[src/rtl/spi_rx_word_fifo_pkg.sv]
// spi_rx_pkg: shared defaults, derived widths and FSM state type for the
// SPI receive word FIFO.
package spi_rx_pkg;

  localparam int DEF_DATA_WIDTH  = 32;
  localparam int DEF_FIFO_DEPTH  = 16;
  localparam int DEF_SYNC_STAGES = 2;
  localparam int DEF_CNT_W       = $clog2(DEF_FIFO_DEPTH + 1);
  localparam int DEF_PTR_W       = $clog2(DEF_FIFO_DEPTH);

  typedef enum logic {
    IDLE  = 1'b0,
    SHIFT = 1'b1
  } state_e;

  // Width of a counter that indexes bits 0..dw-1 of a word.
  function automatic int bit_cnt_w(input int dw);
    return (dw > 1) ? $clog2(dw) : 1;
  endfunction

endpackage

[src/rtl/spi_rx_word_fifo_if.sv]
// Pop-side bus between the SPI word FIFO and its consumer (spi_to_axi).
interface spi_rx_word_fifo_if
  import spi_rx_pkg::*;
#(
  parameter int DATA_WIDTH = DEF_DATA_WIDTH,
  parameter int CNT_W      = DEF_CNT_W
);
  logic                  i_fifo_en;
  logic                  o_DV;
  logic [DATA_WIDTH-1:0] o_data;
  logic [CNT_W-1:0]      o_fifo_count;

  modport slave (input i_fifo_en, output o_DV, o_data, o_fifo_count);
  modport master(output i_fifo_en, input o_DV, o_data, o_fifo_count);
endinterface

[src/rtl/spi_rx_word_fifo_fifo.sv]
// spi_rx_fifo: synchronous word FIFO with registered read port. A pop and a
// push in the same cycle are both accepted even when full.
module spi_rx_fifo
  import spi_rx_pkg::*;
#(
  parameter int DATA_WIDTH = DEF_DATA_WIDTH,
  parameter int FIFO_DEPTH = DEF_FIFO_DEPTH,
  parameter int CNT_W      = $clog2(FIFO_DEPTH + 1)
) (
  input  logic                  clk,
  input  logic                  rst,
  input  logic                  push_i,
  input  logic [DATA_WIDTH-1:0] wdata_i,
  input  logic                  pop_i,
  output logic [DATA_WIDTH-1:0] rdata_o,
  output logic                  rvalid_o,
  output logic [CNT_W-1:0]      count_o,
  output logic                  full_o,
  output logic                  empty_o
);
  localparam int PTR_W = $clog2(FIFO_DEPTH);

  logic [DATA_WIDTH-1:0] mem_q [FIFO_DEPTH];
  logic [PTR_W-1:0]      wr_ptr_q, rd_ptr_q;
  logic [CNT_W-1:0]      count_q, count_d;
  logic [DATA_WIDTH-1:0] rdata_q;
  logic                  rvalid_q;
  logic                  push_ok, pop_ok;

  assign full_o  = (count_q == CNT_W'(FIFO_DEPTH));
  assign empty_o = (count_q == '0);
  assign pop_ok  = pop_i & ~empty_o;
  assign push_ok = push_i & (~full_o | pop_ok);

  // Occupancy follows the accepted push/pop pair.
  always_comb begin
    count_d = count_q;
    case ({push_ok, pop_ok})
      2'b10:   count_d = count_q + CNT_W'(1);
      2'b01:   count_d = count_q - CNT_W'(1);
      default: count_d = count_q;
    endcase
  end

  // Storage array; contents need no reset since count gates every read.
  always_ff @(posedge clk) begin
    if (push_ok) mem_q[wr_ptr_q] <= wdata_i;
  end

  // Pointers, count and the registered read port.
  always_ff @(posedge clk) begin
    if (rst) begin
      wr_ptr_q <= '0;
      rd_ptr_q <= '0;
      count_q  <= '0;
      rdata_q  <= '0;
      rvalid_q <= 1'b0;
    end else begin
      count_q  <= count_d;
      rvalid_q <= pop_ok;
      if (push_ok) wr_ptr_q <= wr_ptr_q + PTR_W'(1);
      if (pop_ok) begin
        rd_ptr_q <= rd_ptr_q + PTR_W'(1);
        rdata_q  <= mem_q[rd_ptr_q];
      end
    end
  end

  assign rdata_o  = rdata_q;
  assign rvalid_o = rvalid_q;
  assign count_o  = count_q;

endmodule

[src/rtl/spi_rx_word_fifo.sv]
// spi_rx_word_fifo: SPI mode-0 slave receiver oversampled in the clk domain.
// Words are assembled MSB first and buffered in spi_rx_fifo.
// Optional macro SPI_RX_FRAME_ERR_EN enables partial-word (frame error)
// detection on o_frame_err; without it o_frame_err is tied low.
module spi_rx_word_fifo
  import spi_rx_pkg::*;
#(
  parameter int DATA_WIDTH  = DEF_DATA_WIDTH,
  parameter int FIFO_DEPTH  = DEF_FIFO_DEPTH,
  parameter int SYNC_STAGES = DEF_SYNC_STAGES,
  parameter int CNT_W       = $clog2(FIFO_DEPTH + 1)
) (
  input  logic                     clk,
  input  logic                     rst,
  input  logic                     i_spi_sclk,
  input  logic                     i_spi_cs_n,
  input  logic                     i_spi_mosi,
  spi_rx_word_fifo_if.slave        bus,
  output logic                     o_overflow,
  output logic                     o_frame_err
);
  localparam int BCW = bit_cnt_w(DATA_WIDTH);
  localparam logic [BCW-1:0] LAST_BIT = BCW'(DATA_WIDTH - 1);

  logic [SYNC_STAGES-1:0] sclk_sync_q, cs_sync_q, mosi_sync_q, vld_sync_q;
  logic                   sclk_prev_q;
  logic                   sclk_s, cs_n_s, mosi_s, sync_ok, sclk_rise;
  logic                   armed_q;
  state_e                 state_q, state_d;
  logic [DATA_WIDTH-1:0]  shreg_q, shreg_d;
  logic [BCW-1:0]         bit_cnt_q, bit_cnt_d;
  logic                   shift_en, word_done;
  logic                   fifo_full, fifo_empty, pop_acc, drop;
  logic                   overflow_q;

  // Input synchronizers; vld_sync_q marks when the chains hold real pin values.
  always_ff @(posedge clk) begin
    if (rst) begin
      sclk_sync_q <= '0;
      cs_sync_q   <= '1;
      mosi_sync_q <= '0;
      vld_sync_q  <= '0;
      sclk_prev_q <= 1'b0;
    end else begin
      sclk_sync_q <= {sclk_sync_q[SYNC_STAGES-2:0], i_spi_sclk};
      cs_sync_q   <= {cs_sync_q[SYNC_STAGES-2:0], i_spi_cs_n};
      mosi_sync_q <= {mosi_sync_q[SYNC_STAGES-2:0], i_spi_mosi};
      vld_sync_q  <= {vld_sync_q[SYNC_STAGES-2:0], 1'b1};
      sclk_prev_q <= sclk_sync_q[SYNC_STAGES-1];
    end
  end

  assign sclk_s    = sclk_sync_q[SYNC_STAGES-1];
  assign cs_n_s    = cs_sync_q[SYNC_STAGES-1];
  assign mosi_s    = mosi_sync_q[SYNC_STAGES-1];
  assign sync_ok   = vld_sync_q[SYNC_STAGES-1];
  assign sclk_rise = sclk_s & ~sclk_prev_q;

  // A frame already running at reset release is skipped until CS_N is seen high.
  always_ff @(posedge clk) begin
    if (rst)                    armed_q <= 1'b0;
    else if (sync_ok && cs_n_s) armed_q <= 1'b1;
  end

  // FSM state register.
  always_ff @(posedge clk) begin
    if (rst) state_q <= IDLE;
    else     state_q <= state_d;
  end

  // FSM next state: enter SHIFT on CS_N low, leave on CS_N high.
  always_comb begin
    state_d = state_q;
    case (state_q)
      IDLE:    if (armed_q && !cs_n_s) state_d = SHIFT;
      SHIFT:   if (cs_n_s)             state_d = IDLE;
      default: state_d = IDLE;
    endcase
  end

  // FSM outputs: the shift is applied before a same-cycle CS_N rise discards a partial word.
  always_comb begin
    shreg_d   = shreg_q;
    bit_cnt_d = bit_cnt_q;
    shift_en  = (state_q == SHIFT) && sclk_rise;
    word_done = shift_en && (bit_cnt_q == LAST_BIT);
    if (state_q == IDLE) bit_cnt_d = '0;
    if (shift_en) begin
      shreg_d   = {shreg_q[DATA_WIDTH-2:0], mosi_s};
      bit_cnt_d = word_done ? '0 : bit_cnt_q + BCW'(1);
    end
    if ((state_q == SHIFT) && cs_n_s) bit_cnt_d = '0;
  end

  // Shift register and bit counter.
  always_ff @(posedge clk) begin
    if (rst) begin
      shreg_q   <= '0;
      bit_cnt_q <= '0;
    end else begin
      shreg_q   <= shreg_d;
      bit_cnt_q <= bit_cnt_d;
    end
  end

`ifdef SPI_RX_FRAME_ERR_EN
  logic frame_err_q;
  logic frame_err_d;
  assign frame_err_d = (state_q == SHIFT) && cs_n_s && (bit_cnt_q != '0) && !word_done
                       || (state_q == SHIFT) && cs_n_s && shift_en && !word_done;

  // One-cycle pulse when CS_N ends a frame with a partial word.
  always_ff @(posedge clk) begin
    if (rst) frame_err_q <= 1'b0;
    else     frame_err_q <= frame_err_d;
  end
  assign o_frame_err = frame_err_q;
`else
  assign o_frame_err = 1'b0;
`endif

  assign pop_acc = bus.i_fifo_en & ~fifo_empty;
  assign drop    = word_done & fifo_full & ~pop_acc;

  // Sticky flag for a completed word lost to a full FIFO.
  always_ff @(posedge clk) begin
    if (rst)       overflow_q <= 1'b0;
    else if (drop) overflow_q <= 1'b1;
  end
  assign o_overflow = overflow_q;

  spi_rx_fifo #(
    .DATA_WIDTH(DATA_WIDTH),
    .FIFO_DEPTH(FIFO_DEPTH),
    .CNT_W     (CNT_W)
  ) u_fifo (
    .clk     (clk),
    .rst     (rst),
    .push_i  (word_done),
    .wdata_i ({shreg_q[DATA_WIDTH-2:0], mosi_s}),
    .pop_i   (bus.i_fifo_en),
    .rdata_o (bus.o_data),
    .rvalid_o(bus.o_DV),
    .count_o (bus.o_fifo_count),
    .full_o  (fifo_full),
    .empty_o (fifo_empty)
  );

endmodule
[src/flat_wrapper.sv]
// flat-port wrapper written by rule: the top's interface ports become plain ports
module spi_rx_word_fifo_flat import spi_rx_pkg::*;
#(
  parameter int DATA_WIDTH  = DEF_DATA_WIDTH,
  parameter int FIFO_DEPTH  = DEF_FIFO_DEPTH,
  parameter int SYNC_STAGES = DEF_SYNC_STAGES,
  parameter int CNT_W       = $clog2(FIFO_DEPTH + 1)
)
  (clk, rst, i_spi_sclk, i_spi_cs_n, i_spi_mosi, o_overflow, o_frame_err, bus_i_fifo_en, bus_o_DV, bus_o_data, bus_o_fifo_count);
  spi_rx_word_fifo_if #(.DATA_WIDTH(DATA_WIDTH), .CNT_W(CNT_W)) bus_i ();
  input  logic clk;
  input  logic rst;
  input  logic i_spi_sclk;
  input  logic i_spi_cs_n;
  input  logic i_spi_mosi;
  output logic o_overflow;
  output logic o_frame_err;
  input wire logic [$bits(bus_i.i_fifo_en)-1:0] bus_i_fifo_en;
  output wire logic [$bits(bus_i.o_DV)-1:0] bus_o_DV;
  output wire logic [$bits(bus_i.o_data)-1:0] bus_o_data;
  output wire logic [$bits(bus_i.o_fifo_count)-1:0] bus_o_fifo_count;
  assign bus_i.i_fifo_en = bus_i_fifo_en;
  assign bus_o_DV = bus_i.o_DV;
  assign bus_o_data = bus_i.o_data;
  assign bus_o_fifo_count = bus_i.o_fifo_count;
  spi_rx_word_fifo #(.DATA_WIDTH(DATA_WIDTH), .FIFO_DEPTH(FIFO_DEPTH), .SYNC_STAGES(SYNC_STAGES), .CNT_W(CNT_W)) u_core (.clk(clk), .rst(rst), .i_spi_sclk(i_spi_sclk), .i_spi_cs_n(i_spi_cs_n), .i_spi_mosi(i_spi_mosi), .bus(bus_i), .o_overflow(o_overflow), .o_frame_err(o_frame_err));
endmodule
[config.mk]
export PLATFORM = sky130hd
export DESIGN_NAME = spi_rx_word_fifo_flat
export DESIGN_NICKNAME = d
export VERILOG_FILES = /design/src/rtl/spi_rx_word_fifo_pkg.sv /design/src/rtl/spi_rx_word_fifo_if.sv /design/src/rtl/spi_rx_word_fifo_fifo.sv /design/src/rtl/spi_rx_word_fifo.sv /design/src/flat_wrapper.sv
export SDC_FILE = /design/constraint.sdc
export NUM_CORES = 1
export LEC_CHECK = 0
export CAP_MARGIN = 5
export CORE_ASPECT_RATIO = 1.25
export CORE_UTILIZATION = 50
export DETAILED_ROUTE_END_ITERATION = 6
export DONT_BUFFER_PORTS = 1
export GPL_TIMING_DRIVEN = 0
export PLACE_DENSITY = 0.71
export SLEW_MARGIN = 20
export SYNTH_ARGS = -nofsm -noshare
export SYNTH_HDL_FRONTEND = slang
export SYNTH_SLANG_ARGS = --single-unit
[constraint.sdc]
create_clock -name clk -period 5.2 [get_ports clk]
set_input_delay 0.26 -clock clk [delete_from_list [all_inputs] [get_ports clk]]
set_output_delay 0.26 -clock clk [all_outputs]
set_load 0.02 [all_outputs]
After elaboration in Yosys (flattened, before gate mapping)
Memory sizes are Yosys's and may differ from the RTL's. A register that Yosys moved wholly into a read port is not among the register bits. Index checks and enable logic that the tools add are counted.

Reductions and logical operators: 9. Mux-type cells: 10. Equal/unequal tests: 5. Bitwise operators: 11. Add/subtract/negate cells: 5.

Operator list (number): two-way mux 5 bit (3); adder 5 x 1 -> 5 bit, second input constant (2); == test 5 bit, second input constant (2); case mux 5 bit (2 select lines) (1); adder 4 x 1 -> 4 bit, second input constant (2); bitwise AND 1 bit (5); logical AND 1 bit (5); zero test 5 bit (1); two-way mux 1 bit (5); NOT 1 bit (5); subtractor 5 x 1 -> 5 bit, second input constant (1); == test 2 x 1 -> 1 bit, second input constant (1); == test 2 bit, second input constant (1); != test 2 bit, second input constant (1); case mux 1 bit (2 select lines) (1); nonzero test 2 bit (1); OR reduction 2 bit (1); zero test 1 bit (1); OR 1 bit (1).

Bits in registers: 62. Memory bits (writable): 512. Word-level logic and storage cells: 56. Input bits: 6. Memories: 1. Output and inout port bits: 40.

Memories: u_core.u_fifo.mem_q (depth 16, width 32, read ports 1, clocked after memory_dff 1, write ports 1, line spi_rx_word_fifo_fifo.sv:23) `logic [DATA_WIDTH-1:0] mem_q [FIFO_DEPTH];`.

Depth between registers and ports, before layout
Depth after elaboration: 7. Depth in mapped cells: 12. Gate-level depth less buffers: 11.

Modules after synthesis
A second synthesis with hierarchy kept.

Cell total of the unflattened synthesis: 1163. Area, all modules: 23068.4 um^2.

Modules (own cells, without submodules): spi_rx_fifo (sequential area each 16295.6 um^2, instances 1, cells an instance 965, area an instance 21341.7 um^2); spi_rx_word_fifo (sequential area each 960.9 um^2, instances 1, cells an instance 198, area an instance 1726.7 um^2).

Worst setup path after synthesis
No wires, ideal clock.

Path type: reg-to-reg. Start point: register u_core.bit_cnt_q[0]. End point: memory u_core.u_fifo.mem_q[0][0] (netlist name) (enable). Setup time: 461 ps. Arrival time: 3872 ps. Path buffers: 0. Data required time: 4739 ps. Path slack: 867 ps. Period minus slack after synthesis: 4333 ps. Cell stages (with the launch flop): 8. Cell sequence: dfxtp_1 > ha_1 > and3_1 > ha_1 > nand4b_1 > a21oi_1 > nand2_1 > nor3_1.

Word-level cells in the longest chain between the ends: 5.

RTL lines: start, declared (line spi_rx_word_fifo.sv:31) `logic [BCW-1:0] bit_cnt_q, bit_cnt_d;`; start signal, assigned (line spi_rx_word_fifo.sv:102) `bit_cnt_q <= bit_cnt_d;`; == test 5 bit (line spi_rx_word_fifo.sv:86) `word_done = shift_en && (bit_cnt_q == LAST_BIT);`; logical AND 1 bit (line spi_rx_word_fifo.sv:86); bitwise AND 1 bit (line spi_rx_word_fifo_fifo.sv:33) `assign push_ok = push_i & (~full_o | pop_ok);`; two-way mux 1 bit (line spi_rx_word_fifo_fifo.sv:47) `if (push_ok) mem_q[wr_ptr_q] <= wdata_i;`; two-way mux 1 bit (not written as such) (line spi_rx_word_fifo_fifo.sv:47); end, declared (line spi_rx_word_fifo_fifo.sv:23).

Every way passes these cells.

Worst setup path after layout
Start point: register u_core.bit_cnt_q[0]. End point: memory u_core.u_fifo.mem_q[5][27] (netlist name) (enable).

Same word-level chain as after synthesis.

==> reports/qor.csv <==
stage,metric,value,unit
grt,grt_pass1_wl,73700,um
grt,grt.overflow.total,0,
cts,cts_resized,0,
min_path,hold_class,primary input to register,
layout,antenna_cells,0,
floorplan,rows,87,
yosys,synth_edf_count,512,
layout,area_growth,13.6,%
cts,cts_sinks,606,
yosys,ys_seq_elements,606,
floorplan,start_util,50.8,%
route,drt_pass1_iterations,5,
critical_path,crit_fanout,17,
timing,rsz0062_at_grt,false,
cts,clk_path_buf_depth,3,
power,ir_drop,0.309,mV
placed_design,gp_congestion,0.756,
critical_path,startpoint_type,register,
route,first_iter_violations,1087,
timing,period_share,66.4,%
route,vias,11300,
floorplan,ios,46,
yosys,yosysSeqAreaShare,75.2,%
layout,drive_gt1_share,24.6,%
timing,hold_violations,0,
cts,clkTransAtPathRegs,0.06,ns
yosys,syn_inst,1167,
yosys,synthesis.nets,1182,
cts,clkLatencyLatePin,0.59,ns
critical_path,cp.arrival,3.72,ns
timing,fmax,290,MHz
yosys,synth_top_cell_by_area,edfxtp_1,
yosys,synthFlopType,edfxtp_1,
route,drc,0,
yosys,synth_top_area_share,67.0,%
route,drtAntennaViolNets,0,
yosys,avgSynthCellArea,19.7,sq um
layout,nets,1277,
status,outcome,"complete, no violations",
placed_design,dpl_worst_slack,1.80,ns
placed_design,io_buffers,0,
grt,grtUsageTotal,21.2,%
critical_path,worstSetupEndpointType,register,
timing,slew_headroom,32.6,%
placed_design,dp_hpwl,31500,um
timing,tightest_slew,1.01,ns
cts,cts_tree,yes,
floorplan,die_x,194,um
grt,grt_pass1_vias,11800,
layout,fill_cells,3198,
floorplan,core,0.0452,sq mm
power,leakage,8.26,nW
power,total_power,10.6,mW
floorplan,die-area,0.0468,sq mm
yosys,synth-async-reset-ratio,0,%
timing,period_needed,3.45,ns
timing,fin_skew,0.0180,ns
cts,cts_setup_buffers,0,
job,drv_cap,0,
timing,layout_setup_ws,1.75,ns
route,vias_per_cell,5.97,
floorplan,die_h,242,um
timing,final_max_slew_viol_count,0,
critical_path,required,5.47,ns
route,wirelength,48300,um
cts,cts_root_buf,clkbuf_16,
grt,antenna_found_initial,0,
cts,cts_made_buffers,54,
cts,hold_buffers,4,
cts,htreeDepth,2,
critical_path,reg2reg_slack,1.75,ns
critical_path,critical_path_class,register to register,
yosys,yosys_warnings,0,
yosys,synthTopCellsByArea,"edfxtp_1 67%, mux4_2 13%, dfxtp_1 8.2%",
layout,final_common_cell,edfxtp_1,
yosys,synth_cell_type_count,53,
yosys,synth_area,0.0230,sq mm
route,wl_per_cell,25.6,um
layout,layout_common_cells,"512 x edfxtp_1, 128 x mux4_2, 94 x dfxtp_1, 74 x nand2_1, 59 x clkbuf_16",
timing,finalSetupViolations,0,
power,powerDensity,408,mW/mm^2
grt,grt_max_degree,19,
[synthesized netlist by cell type, types with 3 or more instances]
library cell  instances
edfxtp_1            512
mux4_2              128
dfxtp_1              94
nand2_1              74
nor2_1               66
a21oi_1              37
mux2i_1              35
a221o_1              32
mux2_2               32
clkbuf_1             31
buf_2                13
nor2b_1              11
buf_6                10
nor3_1               10
ha_1                  9
buf_1                 8
inv_1                 6
buf_4                 5
xor2_1                5
nand2b_1              4
o21ai_0               3
[power by group]
| group | leakage, nW | internal (mW) | switching (mW) | total (mW) |
|---|---|---|---|---|
| Combinational | 1.93 | 0.622 | 0.595 | 1.22 |
| Sequential | 5.49 | 5.30 | 0.238 | 5.54 |
| Clock | 0.845 | 2.19 | 1.68 | 3.87 |
| Total | 8.26 | 8.11 | 2.52 | 10.6 |
[flip-flops by register name, summed over array words and instances (netlist names), 4 cells and up]
signal	count
u_core.u_fifo.rd_ptr_q	4
u_core.bit_cnt_q	5
u_core.u_fifo.rdata_o	32
u_core.u_fifo.mem_q	512
u_core.u_fifo.wr_ptr_q	4
u_core.u_fifo.count_o	5
u_core.shreg_q	31
[layout make-up]
class | instances | area, sq um | area share, %
Tap cell | 578 | 723 | 2.77
Buffer | 67 | 362 | 1.39
Multi-Input combinational cell | 488 | 5420 | 20.8
Inverter | 6 | 22.5 | 0.0864
Clock inverter | 19 | 108 | 0.413
Clock buffer | 83 | 1620 | 6.20
Timing Repair Buffer | 39 | 553 | 2.12
Sequential cell | 606 | 17300 | 66.2
[cell families after synthesis]
logic type,count (synthesis),synth area share (%)
buf+inv,73,1.67
other cells,1,0.0163
compound gates,92,3.14
mux,197,15.8
flops,606,75.2
xor+xnor,7,0.267
fa+ha+maj,9,0.491
simple gates,182,3.48
[worst paths after layout]
| check | start | end | cells after the start |
|---|---|---|---|
| hold / removal | rst | u_core.u_fifo.rdata_o[1] | 2 |
| setup / recovery | u_core.bit_cnt_q[0] | u_core.u_fifo.mem_q[5][27] | 8 |
| setup reg to reg | u_core.bit_cnt_q[0] | u_core.u_fifo.mem_q[5][27] | 8 |
| hold reg to reg | u_core.cs_sync_q[0] | u_core.cs_sync_q[1] | 1 |
[per-layer routing]
layer	vias up	share of wire (%)	GRT usage [%]
li1	4884	-	-
met1	5879	39	26.8
met2	406	53	37.3
met3	94	6.3	3.63
met4	0	2.6	6.78
met5	-	0	0
[per-stage QoR]
step	setup TNS [ns]	std cells	instance area [sq um]	hold slack, ns	utilization [%]
detailed placement	0	1780	24300	0.367	53.8
global placement	-308.94	1745	23700	0.367	52.4
finish	0	1886	26100	0.114	57.7
global route	0	1886	26100	0.0982	57.7
floorplan	0	1167	23000	0.364	-
CTS	0	1886	26100	0.101	57.7
[critical path, cell delays in order, from the launching register on]
cell	delay, ns
dfxtp_1	0.39
ha_1	0.23
and3_1	0.18
ha_1	0.28
nand4b_1	0.32
a21oi_1	0.46
nand2_1	0.33
nor2_4	0.67
buf_12	0.27
No activity file was read; power rests on OpenSTA's default activity.
